[src/rtl/axi_lite_master_bridge_pkg.sv]
// Shared AXI4-Lite definitions for the master bridge: bus widths, response
// codes and the bridge FSM state encoding (also used by the testbench).
package axi_lite_master_bridge_pkg;

    localparam int AXI_ADDR_BITS = 32;
    localparam int AXI_DATA_BITS = 32;

    localparam logic [1:0] AXI_RESP_OKAY   = 2'b00;
    localparam logic [1:0] AXI_RESP_EXOKAY = 2'b01;
    localparam logic [1:0] AXI_RESP_SLVERR = 2'b10;
    localparam logic [1:0] AXI_RESP_DECERR = 2'b11;

    typedef enum logic [2:0] {
        ST_IDLE    = 3'd0,
        ST_RD_ADDR = 3'd1,
        ST_RD_DATA = 3'd2,
        ST_WR_REQ  = 3'd3,
        ST_WR_RESP = 3'd4,
        ST_RESP    = 3'd5
    } axi_master_state_e;

endpackage

[src/rtl/axi_lite_master_bridge.sv]
// AXI4-Lite initiator for a single-request core port. One transaction in
// flight at a time. Every AXI output and every resp_* output is a register;
// only req_ready is decoded combinationally from the state.
//
// Handshake rule on every channel: a transfer happens on a rising edge where
// VALID and READY are both high; a VALID, once raised, stays high with its
// payload unchanged until that edge, and this bridge only raises a READY in
// the state that consumes the matching response.
module axi_lite_master_bridge
    import axi_lite_master_bridge_pkg::*;
#(
    parameter int ADDR_BITS   = AXI_ADDR_BITS,
    parameter int DATA_BITS   = AXI_DATA_BITS,
    parameter int ALLOW_WRITE = 1
) (
    input  logic                   ACLK,
    input  logic                   ARESET,
    input  logic                   req_valid,
    output logic                   req_ready,
    input  logic                   req_we,
    input  logic [ADDR_BITS-1:0]   req_addr,
    input  logic [DATA_BITS-1:0]   req_wdata,
    input  logic [DATA_BITS/8-1:0] req_wstrb,
    output logic                   resp_valid,
    input  logic                   resp_ready,
    output logic [DATA_BITS-1:0]   resp_rdata,
    output logic                   resp_err,
    output logic [ADDR_BITS-1:0]   ARADDR,
    output logic                   ARVALID,
    input  logic                   ARREADY,
    input  logic [DATA_BITS-1:0]   RDATA,
    input  logic [1:0]             RRESP,
    input  logic                   RVALID,
    output logic                   RREADY,
    output logic [ADDR_BITS-1:0]   AWADDR,
    output logic                   AWVALID,
    input  logic                   AWREADY,
    output logic [DATA_BITS-1:0]   WDATA,
    output logic [DATA_BITS/8-1:0] WSTRB,
    output logic                   WVALID,
    input  logic                   WREADY,
    input  logic [1:0]             BRESP,
    input  logic                   BVALID,
    output logic                   BREADY,
    output logic [2:0]             fsm_state
);

    axi_master_state_e state, state_n;

    logic                   arvalid_n, rready_n, awvalid_n, wvalid_n, bready_n;
    logic [ADDR_BITS-1:0]   araddr_n, awaddr_n;
    logic [DATA_BITS-1:0]   wdata_n, resp_rdata_n;
    logic [DATA_BITS/8-1:0] wstrb_n;
    logic                   resp_valid_n, resp_err_n;
    logic                   aw_done, w_done, aw_done_n, w_done_n;
    logic                   aw_hs, w_hs;

    assign aw_hs     = AWVALID && AWREADY;
    assign w_hs      = WVALID && WREADY;
    assign req_ready = (state == ST_IDLE);
    assign fsm_state = state;

    // Next-state and next-output decode; every register holds by default.
    always_comb begin
        state_n      = state;
        arvalid_n    = ARVALID;
        araddr_n     = ARADDR;
        rready_n     = RREADY;
        awvalid_n    = AWVALID;
        awaddr_n     = AWADDR;
        wvalid_n     = WVALID;
        wdata_n      = WDATA;
        wstrb_n      = WSTRB;
        bready_n     = BREADY;
        resp_valid_n = resp_valid;
        resp_rdata_n = resp_rdata;
        resp_err_n   = resp_err;
        aw_done_n    = aw_done;
        w_done_n     = w_done;
        case (state)
            ST_IDLE: begin
                if (req_valid) begin
                    if (!req_we) begin
                        araddr_n  = req_addr;
                        arvalid_n = 1'b1;
                        state_n   = ST_RD_ADDR;
                    end else if (ALLOW_WRITE != 0) begin
                        awaddr_n  = req_addr;
                        wdata_n   = req_wdata;
                        wstrb_n   = req_wstrb;
                        awvalid_n = 1'b1;
                        wvalid_n  = 1'b1;
                        aw_done_n = 1'b0;
                        w_done_n  = 1'b0;
                        state_n   = ST_WR_REQ;
                    end else begin
                        // Write on a read-only port: answer locally with an error.
                        resp_valid_n = 1'b1;
                        resp_err_n   = 1'b1;
                        resp_rdata_n = '0;
                        state_n      = ST_RESP;
                    end
                end
            end
            ST_RD_ADDR: begin
                if (ARREADY) begin
                    arvalid_n = 1'b0;
                    rready_n  = 1'b1;
                    state_n   = ST_RD_DATA;
                end
            end
            ST_RD_DATA: begin
                if (RVALID) begin
                    resp_rdata_n = RDATA;
                    resp_err_n   = (RRESP != AXI_RESP_OKAY);
                    rready_n     = 1'b0;
                    resp_valid_n = 1'b1;
                    state_n      = ST_RESP;
                end
            end
            ST_WR_REQ: begin
                // AW and W may complete in either order or together.
                if (aw_hs) begin
                    awvalid_n = 1'b0;
                    aw_done_n = 1'b1;
                end
                if (w_hs) begin
                    wvalid_n = 1'b0;
                    w_done_n = 1'b1;
                end
                if ((aw_done || aw_hs) && (w_done || w_hs)) begin
                    bready_n  = 1'b1;
                    aw_done_n = 1'b0;
                    w_done_n  = 1'b0;
                    state_n   = ST_WR_RESP;
                end
            end
            ST_WR_RESP: begin
                if (BVALID) begin
                    resp_err_n   = (BRESP != AXI_RESP_OKAY);
                    resp_rdata_n = '0;
                    bready_n     = 1'b0;
                    resp_valid_n = 1'b1;
                    state_n      = ST_RESP;
                end
            end
            ST_RESP: begin
                if (resp_ready) begin
                    resp_valid_n = 1'b0;
                    state_n      = ST_IDLE;
                end
            end
            default: state_n = ST_IDLE;
        endcase
    end

    // State and registered outputs; reset abandons any in-flight transfer.
    always_ff @(posedge ACLK) begin
        if (ARESET) begin
            state      <= ST_IDLE;
            ARVALID    <= 1'b0;
            ARADDR     <= '0;
            RREADY     <= 1'b0;
            AWVALID    <= 1'b0;
            AWADDR     <= '0;
            WVALID     <= 1'b0;
            WDATA      <= '0;
            WSTRB      <= '0;
            BREADY     <= 1'b0;
            resp_valid <= 1'b0;
            resp_rdata <= '0;
            resp_err   <= 1'b0;
            aw_done    <= 1'b0;
            w_done     <= 1'b0;
        end else begin
            state      <= state_n;
            ARVALID    <= arvalid_n;
            ARADDR     <= araddr_n;
            RREADY     <= rready_n;
            AWVALID    <= awvalid_n;
            AWADDR     <= awaddr_n;
            WVALID     <= wvalid_n;
            WDATA      <= wdata_n;
            WSTRB      <= wstrb_n;
            BREADY     <= bready_n;
            resp_valid <= resp_valid_n;
            resp_rdata <= resp_rdata_n;
            resp_err   <= resp_err_n;
            aw_done    <= aw_done_n;
            w_done     <= w_done_n;
        end
    end

endmodule

[config.mk]
export PLATFORM = sky130hd
export DESIGN_NAME = axi_lite_master_bridge
export DESIGN_NICKNAME = d
export VERILOG_FILES = /design/src/rtl/axi_lite_master_bridge_pkg.sv /design/src/rtl/axi_lite_master_bridge.sv
export SDC_FILE = /design/constraint.sdc
export NUM_CORES = 1
export LEC_CHECK = 0
export ABC_AREA = 1
export BUFFER_PORTS_ARGS = -buffer_cell sky130_fd_sc_hd__buf_4
export CAP_MARGIN = 5
export CORE_ASPECT_RATIO = 1.5
export CORE_MARGIN = 5
export CORE_UTILIZATION = 43
export CTS_CLUSTER_SIZE = 25
export DETAILED_ROUTE_END_ITERATION = 16
export GPL_TIMING_DRIVEN = 0
export PLACE_DENSITY = 0.74
export SLEW_MARGIN = 20
export SYNTH_ARGS = -nofsm -noshare
export SYNTH_HDL_FRONTEND = slang
export SYNTH_SLANG_ARGS = --single-unit
export TNS_END_PERCENT = 30
[constraint.sdc]
create_clock -name ACLK -period 2.2 [get_ports ACLK]
set_clock_uncertainty 0.2 [all_clocks]
set_input_delay 0.22 -clock ACLK [delete_from_list [all_inputs] [get_ports ACLK]]
set_output_delay 0.22 -clock ACLK [all_outputs]
set_load 0.01 [all_outputs]
==> flow_summary.ini, run 1 <==
[synth]
synth.avg_cell_area_sq_um = 8.466
yosysMostFrequentCell = dfxtp_1
synth_xor_area_share_pct = 0
ys.flop_type = dfxtp_1
synth-edff-count = 0
yosysUniqueCellTypes = 27
ys_async_sr_fraction_pct = 0
syn_nets = 799
synth_top_area_share_pct = 49.71
synthAdderAreaFrac_pct = 0
yosysWarnings = 0
synth.area.top_cells = dfxtp_1, a21oi_1, inv_1, o21ai_1, nand3_2
synth_common_cells = dfxtp_1, inv_1, a21oi_1
syn-instance-count = 685
synth.mux.area_fraction_pct = 0
synth_top_family_by_area = compound AO/OA/AOI/OAI gates
syn_area_sq_um = 5799
yosys.area_share.simple_pct = 13.29
ys_ff_latch = 144
synth-compound-area-share_pct = 23.58
yosysTopAreaCell = dfxtp_1
ys_seq_area_share_pct = 49.71

[layout]
postLayoutCellArea_sq_um = 9653
fin_util_pct = 72.02
layout-drive-gt1-share_pct = 36.61
areaGrowthSynthToFinish_pct = 66.45
nets = 1181
layoutNonFillerInstCount = 1242
fillers = 979

[place]
dp.final_hpwl_microns = 14260
place_area_sq_um = 7924
place_ws_ns = 0.3625
post-place-cells = 1103
routabilityCongestion = 0.8345
port_buffers = 256

[floorplanning]
die_area_sq_um = 15960
initial_core_util_pct = 43.27
num_rows = 52
die_x_microns = 104.8
core_area_sq_um = 13400
die_y_microns = 152.2
io_pins = 257

[timing]
fin_crit_ns = 1.976
max_slew_margin_pct = 50.02
rsz0062_at_grt = false
slew_violations = 0
setup_tns_ns = 0
fmax_mhz = 506.1
fin_hold_ws_ns = 0.02232
worst_slack_ns = 0.2242
setup_viol = 0
worst_pin_slew_ns = 0.7496
finalHoldViolCount = 0
finalCritPeriodShare_pct = 89.81

[grt]
grt_max_degree = 17
grt_usage_pct = 25.81
grt_first_pass_wirelength_microns = 33660
gr-total-overflow = 0
grt_antenna_before_repair = 1
grt_pass1_vias = 6433

[min_path]
hold_path_depth = 4
holdPathEnd = BREADY
hold_path_class = in -> reg
min-delay-start = BVALID

[run_status]
outcome = finished clean

[route]
drc = 0
wl_per_cell_microns = 16.99
wirelength_microns = 21110
drtIter0Drc = 254
first_pass_iters = 4
vias_per_cell = 4.936
antenna_left = 0
num_vias = 6130

[clock_network]
post_cts_buffers = 0
numCtsBuffers = 17
cts_sinks = 144
htreeDepth = 4
clockBufferDepth = 2
clock-root-buffer = clkbuf_16
clk_latency_ns = 0.41
cts_tree = done
clk_pin_slew_ns = 0.06

[worst_setup_path]
crit_slowest_cell = dfxtp_1
cpLargestDelayFamily = flip-flops
reg2reg_to = resp_err
start_kind = flip-flop
crit_chain = nor2_4 > nand2_4 > o21ai_0 > dlygate4sd3_1 > o21ai_0 > nand2_1 > a21oi_2
critPathKind = reg -> reg
critPathRequiredTime_ns = 2.34
slowest_delay_ns = 0.59
regToRegSetupSlack_ns = 0.22
cp_num_buf_inv = 1
end_kind = flip-flop
critPathMaxFanout = 9
cpMostUsedCell = o21ai_0
rr_worst_depth = 7
worstReg2RegStart = fsm_state[1]
arrival_ns = 2.12

[flow_run]
cap_violations = 0

[power_and_ir_drop]
p_total_mw = 10.51
leakage_nw = 4.156
vdd_drop_max_v = 0.0006824
powerDensity_nw_per_um2 = 1088
## flip-flops by register name (all words and copies together), names as in the netlist
signal and cells:
ARADDR 32, AWADDR 32, WDATA 32, resp_rdata 32, WSTRB 4, fsm_state 3, ARVALID 1, AWVALID 1
BREADY 1, RREADY 1, WVALID 1, aw_done 1, resp_err 1, resp_valid 1, w_done 1
## placed cells by master, fill, tap and decap left out
cell type,netlist,routed
a21oi_2,30,30
a21oi_1,111,111
o21ai_2,1,1
nand3_4,1,1
nor2_4,2,2
dlygate4sd3_1,0,107
and2_1,1,1
clkbuf_2,1,1
clkbuf_1,15,15
o21ai_0,38,38
bufinv_16,0,5
nand2_4,3,3
nor2_1,11,11
inv_8,0,2
buf_2,17,17
inv_1,114,114
inv_2,1,1
nand3_1,16,16
diode_2,0,1
nor2_2,2,2
inv_6,1,4
buf_12,3,3
nand3b_1,1,1
nand2_1,55,55
nand2_2,1,1
buf_6,11,11
nand3_2,33,33
buf_4,1,257
clkinv_4,0,3
clkbuf_16,0,17
o21ai_1,70,70
nand4_1,1,1
dfxtp_1,144,144
clkinv_2,0,1
## worst reg2reg max path, delay by kind of cell, from the launching register on
| family | cells | cell delay, ns |
|---|---|---|
| AOI/OAI and AO/OA | 3 | 0.28 |
| buffers and inverters | 1 | 0.55 |
| DFF | 1 | 0.59 |
| and+or+nand+nor | 3 | 0.30 |
## final cells by class
type                            count  area [sq um]  area share, %
Timing Repair Buffer              363          2993          31.00
Sequential cell                   144          2883          29.86
Multi-Input combinational cell    377          2138          22.15
Inverter                          116         440.4          4.563
Clock buffer                       17         425.4          4.407
Buffer                             48         337.8          3.500
Clock inverter                     14         230.2          2.385
Tap cell                          162         202.7          2.100
Antenna cell                        1         2.502        0.02592
## how the worst max path moves through the flow
| stage | startpoint | to | slack (ns) | cells past startpoint |
|---|---|---|---|---|
| after floorplan | fsm_state[2] | AWADDR[24] | 0.58 | 9 |
| after global placement | ARESET | ARADDR[26] | 0.36 | 6 |
| after detailed placement | ARESET | ARADDR[19] | 0.36 | 6 |
| after CTS | fsm_state[1] | resp_err | 0.22 | 7 |
| after global routing | fsm_state[1] | resp_err | 0.05 | 7 |
| final | fsm_state[1] | resp_err | 0.22 | 7 |
## logic make-up after synthesis
family | after synthesis
buf+inv | 164
compound gates | 250
flops | 144
simple gates | 127
## per-layer routing
layer	vias to the layer above	global-route usage [%]	routed length, microns
met2	244	47.84	11160
met3	59	6.910	1380
li1	2990	-	-
met1	2837	26.22	7615
met4	0	12.43	947
met5	-	0	0
## power by group
group / internal (mW) / switching [mW]
sequential: 3.16 / 0.326
combinational: 1.73 / 2.09
clock: 2.04 / 1.16
## repair_timing
action | CTS | global route
gates resized for setup | 0 | 0
hold endpoints to repair | 138 | 0
endpoints found under the setup margin | 0 | 0
hold buffers | 107 | 0
No activity file was read; power rests on OpenSTA's default activity.
==> run 2, diff against run 1 <==
Settings changed: GPL_TIMING_DRIVEN 0 to default.
==> run 2 against run 1 <==
Flip-flop and latch count stayed put. Critical path type unchanged. Clock-buffer cell count grew 1. Hold slack got worse by 0.015 ns. Register-to-register slack better by 0.03 ns. Largest cell class unchanged. First-iteration DRC count decreased by 8.7%. Design area down 2.9%. Utilization down 2.1 points.
==> flow_summary.ini, run 2 (synthesis results as in run 1) <==
[layout]
layout-drive-gt1-share_pct = 36.12
fillers = 999
final_cell_mix = buf_4, dfxtp_1, inv_1
nets = 1142
areaGrowthSynthToFinish_pct = 61.64
layout_commonest_cell = buf_4
antenna_cells = 0
postLayoutCellArea_sq_um = 9374

[route]
num_vias = 5877
wl_per_cell_microns = 16.25
vias_per_cell = 4.885
first_pass_iters = 4
wirelength_microns = 19550
drc = 0
drtIter0Drc = 232
antenna_left = 0

[place]
dp.final_hpwl_microns = 12300
routabilityCongestion = 0.8402
port_buffers = 256
place_ws_ns = 0.2509
place_area_sq_um = 7739

[clock_network]
post_cts_buffers = 0
numCtsBuffers = 17
clk_pin_slew_ns = 0.07
clk_latency_ns = 0.41
cts_tree = done
clockBufferDepth = 2
clock-root-buffer = clkbuf_16
htreeDepth = 4
cts_sinks = 144

[floorplanning]
die_y_microns = 152.2
initial_core_util_pct = 43.27
num_rows = 52
die_area_sq_um = 15960
die_x_microns = 104.8
core_area_sq_um = 13400
io_pins = 257

[run_status]
outcome = finished clean

[grt]
grt_max_degree = 64
grt_antenna_before_repair = 0
gr-total-overflow = 0
grt_pass1_vias = 5955
grt_first_pass_wirelength_microns = 31440
grt_usage_pct = 24.06

[timing]
fin_crit_ns = 1.946
fmax_mhz = 513.8
setup_tns_ns = 0
worst_pin_slew_ns = 0.5914
fin_hold_ws_ns = 0.007639
finalHoldViolCount = 0
slew_violations = 0
max_slew_margin_pct = 60.57
worst_slack_ns = 0.2536
finalCritPeriodShare_pct = 88.47
rsz0062_at_grt = false
setup_viol = 0

[power_and_ir_drop]
vdd_drop_max_v = 0.0007438
powerDensity_nw_per_um2 = 1057
p_total_mw = 9.904
leakage_nw = 4.013

[worst_setup_path]
start_kind = flip-flop
critPathRequiredTime_ns = 2.30
critPathKind = reg -> reg
end_kind = flip-flop
critPathMaxFanout = 50
arrival_ns = 2.05

[flow_run]
cap_violations = 0

[min_path]
hold_path_class = in -> reg
==> run 2: stage by stage <==
stage | utilization, % | std cells
finish | 69.94 | 1203
global route | 69.94 | 1203
CTS | 69.93 | 1203
global placement | 57.74 | 1066
detailed placement | 57.74 | 1066
floorplan | - | 685
==> run 2: metal layers <==
metal,share of wire [%],GRT usage [%]
met5,0,0
met4,2.8,8.775
met3,6.2,6.655
met2,54,44.62
met1,37,25.49
==> run 2: final cells by class <==
cell class / count / area [sq um] / share of cell area, %
Timing Repair Buffer: 372 / 3118 / 33.26
Sequential cell: 144 / 2884 / 30.77
Multi-Input combinational cell: 377 / 2146 / 22.89
Inverter: 116 / 440.4 / 4.698
Clock buffer: 18 / 439.2 / 4.685
Tap cell: 162 / 202.7 / 2.162
Clock inverter: 14 / 143.9 / 1.535
==> run 2: report_power, final <==
part / internal [mW] / switching [mW]
registers: 3.16 / 0.341
logic: 1.56 / 1.98
clock network: 1.62 / 1.24
total: 6.34 / 3.56
==> run 2: repair_timing <==
| action | CTS | global route |
|---|---|---|
| hold endpoints to repair | 137 | 0 |
| setup endpoints to repair | 0 | 2 |
| hold buffers | 105 | 0 |
| resized for setup | 0 | 1 |
==> run 2: final timing paths <==
kind / cells after the start / slack (ns) / start / end
hold / removal: 4 / 0.008 / RVALID / RREADY
setup reg to reg: 7 / 0.25 / fsm_state[2] / WDATA[9]
setup / recovery: 7 / 0.25 / fsm_state[2] / WDATA[9]
hold reg to reg: 2 / 0.24 / WDATA[22] / WDATA[22]
==> run 2: worst max-delay path: stages (launching register included) <==
cell and delay [ns]:
dfxtp_1 0.40, nor2_4 0.23, nand2_4 0.07, inv_2 0.11, nand3_4 0.25, buf_12 0.28, o21ai_1 0.20, a21oi_1 0.06
